<file path="config.mk">
export PLATFORM = sky130hd
export DESIGN_NAME = vend_dispense_ctrl
export DESIGN_NICKNAME = d
export VERILOG_FILES = /design/src/rtl/vend_pkg.sv /design/src/rtl/vend_sync2.sv /design/src/rtl/vend_dispense_ctrl.sv
export SDC_FILE = /design/constraint.sdc
export NUM_CORES = 1
export LEC_CHECK = 0
export ABC_AREA = 1
export CORE_UTILIZATION = 30
export CTS_BUF_LIST = sky130_fd_sc_hd__clkbuf_8
export CTS_CLUSTER_DIAMETER = 40
export DETAILED_ROUTE_END_ITERATION = 7
export SLEW_MARGIN = 5
export SYNTH_ARGS = -nofsm -noshare
export SYNTH_HDL_FRONTEND = slang
export SYNTH_SLANG_ARGS = --single-unit
export TNS_END_PERCENT = 5
</file>
<file path="constraint.sdc">
create_clock -name clk -period 3.3 [get_ports clk]
set_input_delay 0.99 -clock clk [delete_from_list [all_inputs] [get_ports clk]]
set_output_delay 0.99 -clock clk [all_outputs]
set_load 0.01 [all_outputs]
</file>
<file path="src/rtl/vend_pkg.sv">
// -----------------------------------------------------------------------------
// vend_pkg
//   Shared definitions for the dispense controller:
//     - RSP_W and the response status codes (ST_OK .. ST_BAD_ITEM)
//     - FSM state encoding (state_e)
//     - max3() helper used to size the shared timer
// -----------------------------------------------------------------------------
package vend_pkg;

  localparam int RSP_W = 3;

  localparam logic [RSP_W-1:0] ST_OK           = 3'd0;
  localparam logic [RSP_W-1:0] ST_OUT_OF_STOCK = 3'd1;
  localparam logic [RSP_W-1:0] ST_NOT_PRESENT  = 3'd2;
  localparam logic [RSP_W-1:0] ST_JAM          = 3'd3;
  localparam logic [RSP_W-1:0] ST_BAD_ITEM     = 3'd4;

  // S_PAUSE is the motor-off gap between attempts. It is only reachable when
  // the retry feature is compiled in.
  typedef enum logic [3:0] {
    S_IDLE   = 4'd0,
    S_RD     = 4'd1,
    S_WAIT   = 4'd2,
    S_CHECK  = 4'd3,
    S_MOTOR  = 4'd4,
    S_SETTLE = 4'd5,
    S_WB     = 4'd6,
    S_RSP    = 4'd7,
    S_PAUSE  = 4'd8
  } state_e;

  function automatic int max3(input int a, input int b, input int c);
    int m;
    m = (a > b) ? a : b;
    return (m > c) ? m : c;
  endfunction

endpackage

</file>
<file path="src/rtl/vend_sync2.sv">
// -----------------------------------------------------------------------------
// vend_sync2
//   Two-flop synchroniser for asynchronous level inputs. The design uses it for
//   the slot sensors, the chute drop sensor, and as the reset-release
//   synchroniser (i_d tied high).
// Ports
//   clk    in   1      destination clock
//   rst_n  in   1      async active-low reset; clears both stages
//   i_d    in   WIDTH  asynchronous input
//   o_q    out  WIDTH  synchronised output, two clk edges of latency
// -----------------------------------------------------------------------------
module vend_sync2 #(
  parameter int WIDTH = 1
) (
  input  logic             clk,
  input  logic             rst_n,
  input  logic [WIDTH-1:0] i_d,
  output logic [WIDTH-1:0] o_q
);

  logic [WIDTH-1:0] r_meta;
  logic [WIDTH-1:0] r_sync;

  always_ff @(posedge clk or negedge rst_n) begin
    if (!rst_n) begin
      r_meta <= '0;
      r_sync <= '0;
    end else begin
      // NOTE: non-blocking assignments make the two stages shift one edge
      // apart. Blocking assignments would collapse them into a single flop.
      r_meta <= i_d;
      r_sync <= r_meta;
    end
  end

  assign o_q = r_sync;

endmodule

</file>
<file path="src/rtl/vend_dispense_ctrl.sv">
// -----------------------------------------------------------------------------
// vend_dispense_ctrl
//   Dispense controller. It accepts one item command at a time and reads that
//   item's stock from the inventory RAM. It then checks the slot sensor and
//   drives the item's motor until the chute drop sensor fires or the motor
//   times out. After a settle period it writes back stock-1 and emits one
//   response pulse.
//
// Build option
//   VEND_RETRY_EN  when defined, a motor timeout triggers a SETTLE_TIME pause
//                  and another attempt, up to two retries. JAM is reported only
//                  after the third timeout. When undefined, the first timeout
//                  reports JAM.
//
// Ports
//   clk, rst_n           clock, async active-low reset (released synchronously)
//   cmd_valid/cmd_ready  command handshake; cmd_ready is high only in IDLE
//   cmd_item             requested slot, captured on acceptance
//   inv_addr/inv_rd_en   inventory read (1-cycle strobe)
//   inv_rdata            stock word, valid INV_RD_LAT cycles after the strobe
//   inv_we/inv_wdata     inventory write-back (1-cycle strobe, stock-1)
//   item_sensors         per-slot presence (asynchronous level)
//   drop_sensor          chute drop detector (asynchronous)
//   dispense_motors      one-hot motor drive
//   busy                 high whenever not IDLE
//   rsp_valid            1-cycle completion pulse
//   rsp_status/rsp_item  result and slot, held until the next response
// -----------------------------------------------------------------------------
module vend_dispense_ctrl
  import vend_pkg::*;
#(
  parameter int NUM_ITEMS     = 16,
  parameter int ITEM_W        = 8,
  parameter int STOCK_W       = 16,
  parameter int INV_RD_LAT    = 1,
  parameter int DISPENSE_TIME = 50000000,
  parameter int SETTLE_TIME   = 1000
) (
  input  logic                 clk,
  input  logic                 rst_n,
  input  logic                 cmd_valid,
  output logic                 cmd_ready,
  input  logic [ITEM_W-1:0]    cmd_item,
  output logic [ITEM_W-1:0]    inv_addr,
  output logic                 inv_rd_en,
  input  logic [STOCK_W-1:0]   inv_rdata,
  output logic                 inv_we,
  output logic [STOCK_W-1:0]   inv_wdata,
  input  logic [NUM_ITEMS-1:0] item_sensors,
  input  logic                 drop_sensor,
  output logic [NUM_ITEMS-1:0] dispense_motors,
  output logic                 busy,
  output logic                 rsp_valid,
  output logic [RSP_W-1:0]     rsp_status,
  output logic [ITEM_W-1:0]    rsp_item
);

  // One timer serves WAIT, MOTOR, SETTLE and PAUSE. It is sized for the
  // longest of those intervals.
  localparam int TMR_W = $clog2(max3(DISPENSE_TIME, SETTLE_TIME, INV_RD_LAT) + 1);
  localparam int IDX_W = $clog2(NUM_ITEMS);

  localparam logic [TMR_W-1:0]   TMR_ONE     = TMR_W'(1);
  localparam logic [TMR_W-1:0]   LAT_LAST    = TMR_W'(INV_RD_LAT - 1);
  localparam logic [TMR_W-1:0]   DISP_LAST   = TMR_W'(DISPENSE_TIME - 1);
  localparam logic [TMR_W-1:0]   SETTLE_LAST = TMR_W'(SETTLE_TIME - 1);
  localparam logic [STOCK_W-1:0] STOCK_ONE   = STOCK_W'(1);

  // ---------------------------------------------------------------------------
  // Reset and input synchronisation
  // ---------------------------------------------------------------------------
  logic                 w_rst_n;
  logic [NUM_ITEMS-1:0] w_sensors;
  logic                 w_drop_s;
  logic                 r_drop_prev;
  logic                 w_drop_evt;

  // Asserts asynchronously with rst_n and releases two edges later, so every
  // state flop leaves reset on the same clock edge.
  vend_sync2 #(.WIDTH(1)) u_rst_sync (
    .clk   (clk),
    .rst_n (rst_n),
    .i_d   (1'b1),
    .o_q   (w_rst_n)
  );

  vend_sync2 #(.WIDTH(NUM_ITEMS)) u_sensor_sync (
    .clk   (clk),
    .rst_n (rst_n),
    .i_d   (item_sensors),
    .o_q   (w_sensors)
  );

  vend_sync2 #(.WIDTH(1)) u_drop_sync (
    .clk   (clk),
    .rst_n (rst_n),
    .i_d   (drop_sensor),
    .o_q   (w_drop_s)
  );

  always_ff @(posedge clk or negedge w_rst_n) begin
    if (!w_rst_n) r_drop_prev <= 1'b0;
    else          r_drop_prev <= w_drop_s;
  end

  // Only a rising edge counts. A sensor still held high from an earlier drop
  // cannot satisfy a later motor attempt.
  assign w_drop_evt = w_drop_s & ~r_drop_prev;

  // ---------------------------------------------------------------------------
  // Control FSM
  // ---------------------------------------------------------------------------
  state_e               r_state;
  logic                 r_cmd_ready;
  logic                 r_busy;
  logic [ITEM_W-1:0]    r_item;
  logic [STOCK_W-1:0]   r_stock;
  logic [TMR_W-1:0]     r_timer;
  logic [ITEM_W-1:0]    r_inv_addr;
  logic                 r_inv_rd_en;
  logic                 r_inv_we;
  logic [STOCK_W-1:0]   r_inv_wdata;
  logic [NUM_ITEMS-1:0] r_motors;
  logic                 r_rsp_valid;
  logic [RSP_W-1:0]     r_rsp_status;
  logic [ITEM_W-1:0]    r_rsp_item;
`ifdef VEND_RETRY_EN
  logic [1:0]           r_retry;
`endif

  logic [IDX_W-1:0]     w_idx;
  logic [NUM_ITEMS-1:0] w_onehot;
  logic                 w_bad_item;

  // Items are range-checked on acceptance, so the low bits index the slot.
  assign w_idx      = r_item[IDX_W-1:0];
  assign w_onehot   = NUM_ITEMS'(1) << w_idx;
  assign w_bad_item = (32'(cmd_item) >= NUM_ITEMS);

  always_ff @(posedge clk or negedge w_rst_n) begin
    if (!w_rst_n) begin
      // NOTE: every register, datapath included, has a reset value. Reset
      // stops the motor the moment it is asserted, and outputs never show X.
      r_state      <= S_IDLE;
      r_cmd_ready  <= 1'b1;
      r_busy       <= 1'b0;
      r_item       <= '0;
      r_stock      <= '0;
      r_timer      <= '0;
      r_inv_addr   <= '0;
      r_inv_rd_en  <= 1'b0;
      r_inv_we     <= 1'b0;
      r_inv_wdata  <= '0;
      r_motors     <= '0;
      r_rsp_valid  <= 1'b0;
      r_rsp_status <= ST_OK;
      r_rsp_item   <= '0;
`ifdef VEND_RETRY_EN
      r_retry      <= 2'd0;
`endif
    end else begin
      // Strobes default low, so each branch that raises one raises it for
      // exactly one cycle.
      r_inv_rd_en <= 1'b0;
      r_inv_we    <= 1'b0;
      r_rsp_valid <= 1'b0;

      case (r_state)
        S_IDLE: begin
          if (cmd_valid) begin
            r_item      <= cmd_item;
            r_cmd_ready <= 1'b0;
            r_busy      <= 1'b1;
`ifdef VEND_RETRY_EN
            r_retry     <= 2'd0;
`endif
            if (w_bad_item) begin
              r_rsp_valid  <= 1'b1;
              r_rsp_status <= ST_BAD_ITEM;
              r_rsp_item   <= cmd_item;
              r_state      <= S_RSP;
            end else begin
              r_inv_rd_en <= 1'b1;
              r_inv_addr  <= cmd_item;
              r_state     <= S_RD;
            end
          end
        end

        S_RD: begin
          r_timer <= '0;
          r_state <= S_WAIT;
        end

        // The stock word is valid in the last WAIT cycle and is sampled there.
        S_WAIT: begin
          if (r_timer == LAT_LAST) begin
            r_stock <= inv_rdata;
            r_state <= S_CHECK;
          end else begin
            r_timer <= r_timer + TMR_ONE;
          end
        end

        S_CHECK: begin
          if (r_stock == '0) begin
            r_rsp_valid  <= 1'b1;
            r_rsp_status <= ST_OUT_OF_STOCK;
            r_rsp_item   <= r_item;
            r_state      <= S_RSP;
          end else if (!w_sensors[w_idx]) begin
            r_rsp_valid  <= 1'b1;
            r_rsp_status <= ST_NOT_PRESENT;
            r_rsp_item   <= r_item;
            r_state      <= S_RSP;
          end else begin
            r_motors <= w_onehot;
            r_timer  <= '0;
            r_state  <= S_MOTOR;
          end
        end

        // The drop check comes first, so a drop on the timeout cycle still
        // counts as a successful dispense.
        S_MOTOR: begin
          if (w_drop_evt) begin
            r_motors <= '0;
            r_timer  <= '0;
            r_state  <= S_SETTLE;
          end else if (r_timer == DISP_LAST) begin
            r_motors <= '0;
`ifdef VEND_RETRY_EN
            if (r_retry != 2'd2) begin
              r_retry <= r_retry + 2'd1;
              r_timer <= '0;
              r_state <= S_PAUSE;
            end else begin
              r_rsp_valid  <= 1'b1;
              r_rsp_status <= ST_JAM;
              r_rsp_item   <= r_item;
              r_state      <= S_RSP;
            end
`else
            r_rsp_valid  <= 1'b1;
            r_rsp_status <= ST_JAM;
            r_rsp_item   <= r_item;
            r_state      <= S_RSP;
`endif
          end else begin
            r_timer <= r_timer + TMR_ONE;
          end
        end

`ifdef VEND_RETRY_EN
        // Motor-off gap before the next attempt. Drops here are ignored.
        S_PAUSE: begin
          if (r_timer == SETTLE_LAST) begin
            r_motors <= w_onehot;
            r_timer  <= '0;
            r_state  <= S_MOTOR;
          end else begin
            r_timer <= r_timer + TMR_ONE;
          end
        end
`endif

        // Motor off while the item clears the chute. Drops here are ignored.
        S_SETTLE: begin
          if (r_timer == SETTLE_LAST) begin
            r_inv_we    <= 1'b1;
            r_inv_wdata <= r_stock - STOCK_ONE;
            r_state     <= S_WB;
          end else begin
            r_timer <= r_timer + TMR_ONE;
          end
        end

        S_WB: begin
          r_rsp_valid  <= 1'b1;
          r_rsp_status <= ST_OK;
          r_rsp_item   <= r_item;
          r_state      <= S_RSP;
        end

        S_RSP: begin
          r_cmd_ready <= 1'b1;
          r_busy      <= 1'b0;
          r_state     <= S_IDLE;
        end

        default: begin
          r_motors    <= '0;
          r_cmd_ready <= 1'b1;
          r_busy      <= 1'b0;
          r_state     <= S_IDLE;
        end
      endcase
    end
  end

  assign cmd_ready       = r_cmd_ready;
  assign busy            = r_busy;
  assign inv_addr        = r_inv_addr;
  assign inv_rd_en       = r_inv_rd_en;
  assign inv_we          = r_inv_we;
  assign inv_wdata       = r_inv_wdata;
  assign dispense_motors = r_motors;
  assign rsp_valid       = r_rsp_valid;
  assign rsp_status      = r_rsp_status;
  assign rsp_item        = r_rsp_item;

endmodule

</file>
# Word-level counts from Yosys, hierarchy flattened
# Index checks and enable logic that the tools add are counted.
[totals]
ff_bits = 147
in_bits = 44
out_inout_bits = 56
word_cells = 122
[op_classes]
addsub = 2
magnitude_cmp = 2
eq_ne = 22
shift = 1
muxes = 53
n_bitwise = 5
reduce_logical = 16
[op_table]
columns = ["op", "count"]
rows = [
  ["$mux 26", 6],
  ["$pmux 26 s5", 1],
  ["$mux 16", 4],
  ["$mux 8", 6],
  ["$pmux 16 s3", 1],
  ["$pmux 8 s4", 1],
  ["$pmux 4 s7", 1],
  ["$add 26x1->26 const B", 1],
  ["$eq 26x10->1 const B", 1],
  ["$eq 26x26->1 const B", 1],
  ["$logic_not 26->1", 1],
  ["$mux 3", 7],
  ["$mux 4", 5],
  ["$ne 2x2->1 const B", 10],
  ["$eq 4x3->1 const B", 4],
  ["$logic_not 16->1", 1],
  ["$shl 1x4->16 const A", 1],
  ["$sub 16x1->16 const B", 1],
  ["$mux 1", 14],
  ["$pmux 3 s4", 1],
  ["$reduce_and 6->1", 2],
  ["$reduce_or 6->1", 2],
  ["$ne 3x3->1 const B", 3],
  ["$eq 4x2->1 const B", 2],
  ["other kinds (15)", 24],
]

# Depth between registers and ports, before layout
[logic_depth]
word_depth = 5
depth_mapped = 13
depth_no_buf = 12

# Cells and area by module
# A second synthesis with hierarchy kept.
[unflattened]
cells_unflattened = 939
area_unflattened_um2 = 7234.4
[by_module_without_submodules]
columns = ["module", "instances", "cells_each", "area_per_inst_um2", "seq_area_each_um2"]
rows = [
  ["vend_dispense_ctrl", 1, 903, 6333.6, 2753.9],
  ["vend_sync2 (u_sensor_sync)", 1, 32, 800.8, 800.8],
  ["vend_sync2 (u_drop_sync ...)", 2, 2, 50.0, 50.0],
]

# Worst setup path after synthesis
# Ideal clock, no wire load.
[synth_timing]
path_type = "in2reg"
from = "in cmd_item[7]"
to = "reg r_rsp_status[0] (netlist: rsp_status[0])"
setup_ns = 0.117
arrival_ns = 1.961
required_ns = 3.183
setup_slack_ns = 1.222
cell_stages = 7
path_buffers = 1
path_cell_list = "nor4_1 nor2_1 nor2_1 a21oi_2 buf_2 nand3_1 nand2_1"
[synth_via]
elab_chain_cells = 3
[synth_lines]
columns = ["element", "line_no", "source"]
rows = [
  ["from (decl)", "vend_dispense_ctrl.sv:43", "input logic [ITEM_W-1:0] cmd_item,"],
  ["$ge 8x5->1", "vend_dispense_ctrl.sv:138", "assign w_bad_item = (32'(cmd_item) >= NUM_ITEMS);"],
  ["$ne 2x2->1 (no line)", "-", ""],
  ["$reduce_and 6->1 (no line)", "-", ""],
  ["to (signal assigned)", "vend_dispense_ctrl.sv:156", "r_rsp_status <= ST_OK;"],
  ["to (signal assigned)", "vend_dispense_ctrl.sv:179", "r_rsp_status <= ST_BAD_ITEM;"],
  ["to (signal assigned)", "vend_dispense_ctrl.sv:208", "r_rsp_status <= ST_OUT_OF_STOCK;"],
  ["to (decl)", "vend_dispense_ctrl.sv:125", "logic [RSP_W-1:0] r_rsp_status;"],
]
# No other way between the ends.
# A chain may end at the register's enable or synchronous reset.

# Worst setup path after layout
[layout_timing]
from = "reg r_timer[0]"
to = "reg r_rsp_item[6] (netlist: rsp_item[6])"
[layout_via]
elab_chain_cells = 3
[layout_lines]
columns = ["element", "line_no", "source"]
rows = [
  ["from (decl)", "vend_dispense_ctrl.sv:118", "logic [TMR_W-1:0] r_timer;"],
  ["from (signal assigned)", "vend_dispense_ctrl.sv:201", "r_timer <= r_timer + TMR_ONE;"],
  ["from (signal assigned)", "vend_dispense_ctrl.sv:250", "r_timer <= r_timer + TMR_ONE;"],
  ["from (signal assigned)", "vend_dispense_ctrl.sv:274", "r_timer <= r_timer + TMR_ONE;"],
  ["$eq 26x26->1", "vend_dispense_ctrl.sv:230", "end else if (r_timer == DISP_LAST) begin"],
  ["$ne 2x2->1 (no line)", "-", ""],
  ["$reduce_and 6->1 (no line)", "-", ""],
  ["to (signal assigned)", "vend_dispense_ctrl.sv:214", "r_rsp_item <= r_item;"],
  ["to (signal assigned)", "vend_dispense_ctrl.sv:246", "r_rsp_item <= r_item;"],
  ["to (signal assigned)", "vend_dispense_ctrl.sv:281", "r_rsp_item <= r_item;"],
  ["to (decl)", "vend_dispense_ctrl.sv:126", "logic [ITEM_W-1:0] r_rsp_item;"],
]
# No other way between the ends.

==> flow_summary.ini <==
[run_status]
status = completed

[clock_tree]
cts_buffers = 17
cts_setup_buffers = 0
htreeDepth = 4
cts_hold_buf = 0
cts_tree = built
cts_root_buf = clkbuf_8
clk_transition_reported_paths_ns = 0.09
clock_path_buffers = 2
clkLatencyLatePin_ns = 0.46
cts_num_sinks = 146
cts_resized = 0

[pwr]
ir_worst_vdd_mv = 0.291
leakage_uw = 0.00416
power_density_nw_per_um2 = 692

[grt]
grt_max_degree = 46
overflow = 0
first_global_vias = 5868
antenna_found_initial = 0
grt_use_total_pct = 15.5
grt_pass1_wl_mm = 30.0

[finish]
n_antenna_cell = 0
layout_commonest_cell = nand2_1
final_cell_mix = 306 x nand2_1, 144 x dfrtp_1, 105 x nor2_1
multi_input_area_sq_um = 3230
register_area_sq_um = 3660
areaGrowthSynthToFinish_pct = 22.8
drive_gt1_share_pct = 8.56
final_nets = 1064
fillers = 2413

[synth]
yosys.area_share.adder_pct = 0.681
syn_area_per_cell_sq_um = 8.01
netlist_area_sq_um = 7350
synth.area.mux_share_pct = 2.45
yosys.area.top_type = dfrtp_1
synth_compound_area_share_pct = 4.97
synthSimpleGateAreaFrac_pct = 33.5
ys_warn_count = 0
synth_top_area_share_pct = 49.4
synth.area.top_cells = dfrtp_1 49%, nand2_1 16%, nand3_1 6.7%
syn-num-nets = 965
synthCells = 917
synth_top_family_by_area = simple AND/OR/NAND/NOR gates
ys_seq_area_share_pct = 49.7
ys_ff_latch = 146
ys_types = 40
post_synth_xor_area_fraction_pct = 2.38

[min_path]
min_path_type = register to async pin

[timing]
holdWs_ns = 0.339
setup_violations = 0
worst_pin_slew_ns = 0.791
fin_skew_ns = 0.0163
hold_violations = 0
grt_setup_unrepaired = false
fin_tns_setup_ns = 0
fmax_mhz = 395
finalCritPeriodShare_pct = 76.7
max_slew_margin_pct = 47.1
report.final.slew_viol_count = 0
period_needed_ns = 2.53

[floorplanning]
core_sq_um = 23800
start_util_pct = 30.9
die_area_sq_um = 25100
die_w_um = 158
die_h_um = 158
num_rows = 56
io_pins = 100

[critical_path]
rr_worst_depth = 10
r2r_setup_slack_ns = 0.77
path_max_fanout = 12
r2r-end = rsp_item[6]$_DFFE_PN0P_
critical_path_class = register to register
worstSetupEndpoint = rsp_item[6]$_DFFE_PN0P_
worstPathArrival_ns = 2.88
path_cells = ha_1 > nand3_2 > inv_1 > nand2_1 > nor2_2 > nand3_1 > a21oi_2 > nand2_1 > nand2_1 > nand2_1
crit_path_end_kind = register
start_kind = register
r2r_start = r_timer[0]$_DFFE_PN0P_
cp_common_cell = nand2_1
crit_family = simple AND/OR/NAND/NOR gates
path_buf_inv = 1
cp_data_required_time_ns = 3.65
cp-startpoint = r_timer[0]$_DFFE_PN0P_
crit_slowest_cell = dfrtp_1
max_stage_delay_ns = 0.48
path_depth = 10

[flow_run]
drv_cap = 0

[drt]
drtAntennaViolNets = 0
drt-total-wl_mm = 18.1
dr.pass1.iters = 5
vias = 6137
vias_per_cell = 4.56
drt-wirelength-per-cell_um = 13.4
drc = 0
drtIter0Drc = 444

[place]
dp_hpwl_mm = 13.2
io_buffers = 99
gp_congestion = 0.912
## routing by layer
metal	track usage, %	wire length (um)	vias up
met4	3.94	174	0
met2	25.4	8680	144
met3	3.18	836	17
met1	20.8	8360	2852
li1	-	-	3124
met5	0	0	-
## worst min path at each step
stage / depth (start not counted) / to / slack, ns
final: 0 / r_drop_prev$_DFF_PN0_ / 0.34
after global routing: 0 / u_drop_sync.o_q$_DFF_PN0_ / 0.35
after CTS: 0 / u_drop_sync.o_q$_DFF_PN0_ / 0.35
after detailed placement: 0 / u_drop_sync.o_q$_DFF_PN0_ / 0.33
after global placement: 0 / u_sensor_sync.o_q[7]$_DFF_PN0_ / 0.33
after floorplan: 0 / u_rst_sync.o_q$_DFF_PN0_ / 0.33
## cells in the mapped netlist (all sizes together)
cell type / count
nor3: 6
xnor2: 5
dfrtp: 145
nor2: 120
o21ai: 51
a21o: 1
buf: 25
clkinv: 2
clkbuf: 4
dfstp: 1
o21a: 2
inv: 68
nand4: 16
a21oi: 10
xor2: 15
nor4: 2
and3: 2
nor3b: 1
nand3b: 2
conb: 1
nand3: 102
ha: 4
o21bai: 3
nand2: 313
mux2: 16
## power by group
group          switching (uW)  internal [uW]  total (uW)
Combinational            1500            859        2360
Sequential                321           2130        2450
Clock                     742            695        1440
## stage by stage
step                setup slack (ns)  cells  area [sq um]  power (uW)  utilization (%)
floorplan                       1.22    917          7350        4160                -
global placement               0.435   1316          8620        4840             36.3
detailed placement             0.377   1316          8620        4870             36.3
CTS                            0.732   1347          9020        6330             38.0
global route                   0.478   1347          9020        6730             38.0
finish                         0.769   1347          9020        6250             38.0
## layout make-up
cell class | instances | share of cell area [%]
Tap cell | 319 | 4.42
Inverter | 70 | 2.94
Timing Repair Buffer | 109 | 11.8
Clock inverter | 14 | 1.84
Multi-Input combinational cell | 672 | 35.8
Clock buffer | 17 | 2.59
Sequential cell | 146 | 40.5
## flip-flops by register name, summed over array words and instances (netlist names), 3 cells and up
name	count
dispense_motors	16
inv_addr	8
inv_wdata	16
r_item	8
r_state	3
r_stock	16
r_timer	26
rsp_item	8
rsp_status	3
u_sensor_sync.o_q	16
u_sensor_sync.r_meta	16
## logic make-up (layout without fill, tap and decap cells)
family          Yosys count  after routing
xor+xnor                 20             20
fa+ha+maj                 4              4
buf+inv                  99            210
simple gates            564            564
mux                      16             16
compound gates           67             67
other cells               1              1
flops                   146            146
No activity file was read; power rests on OpenSTA's default activity.
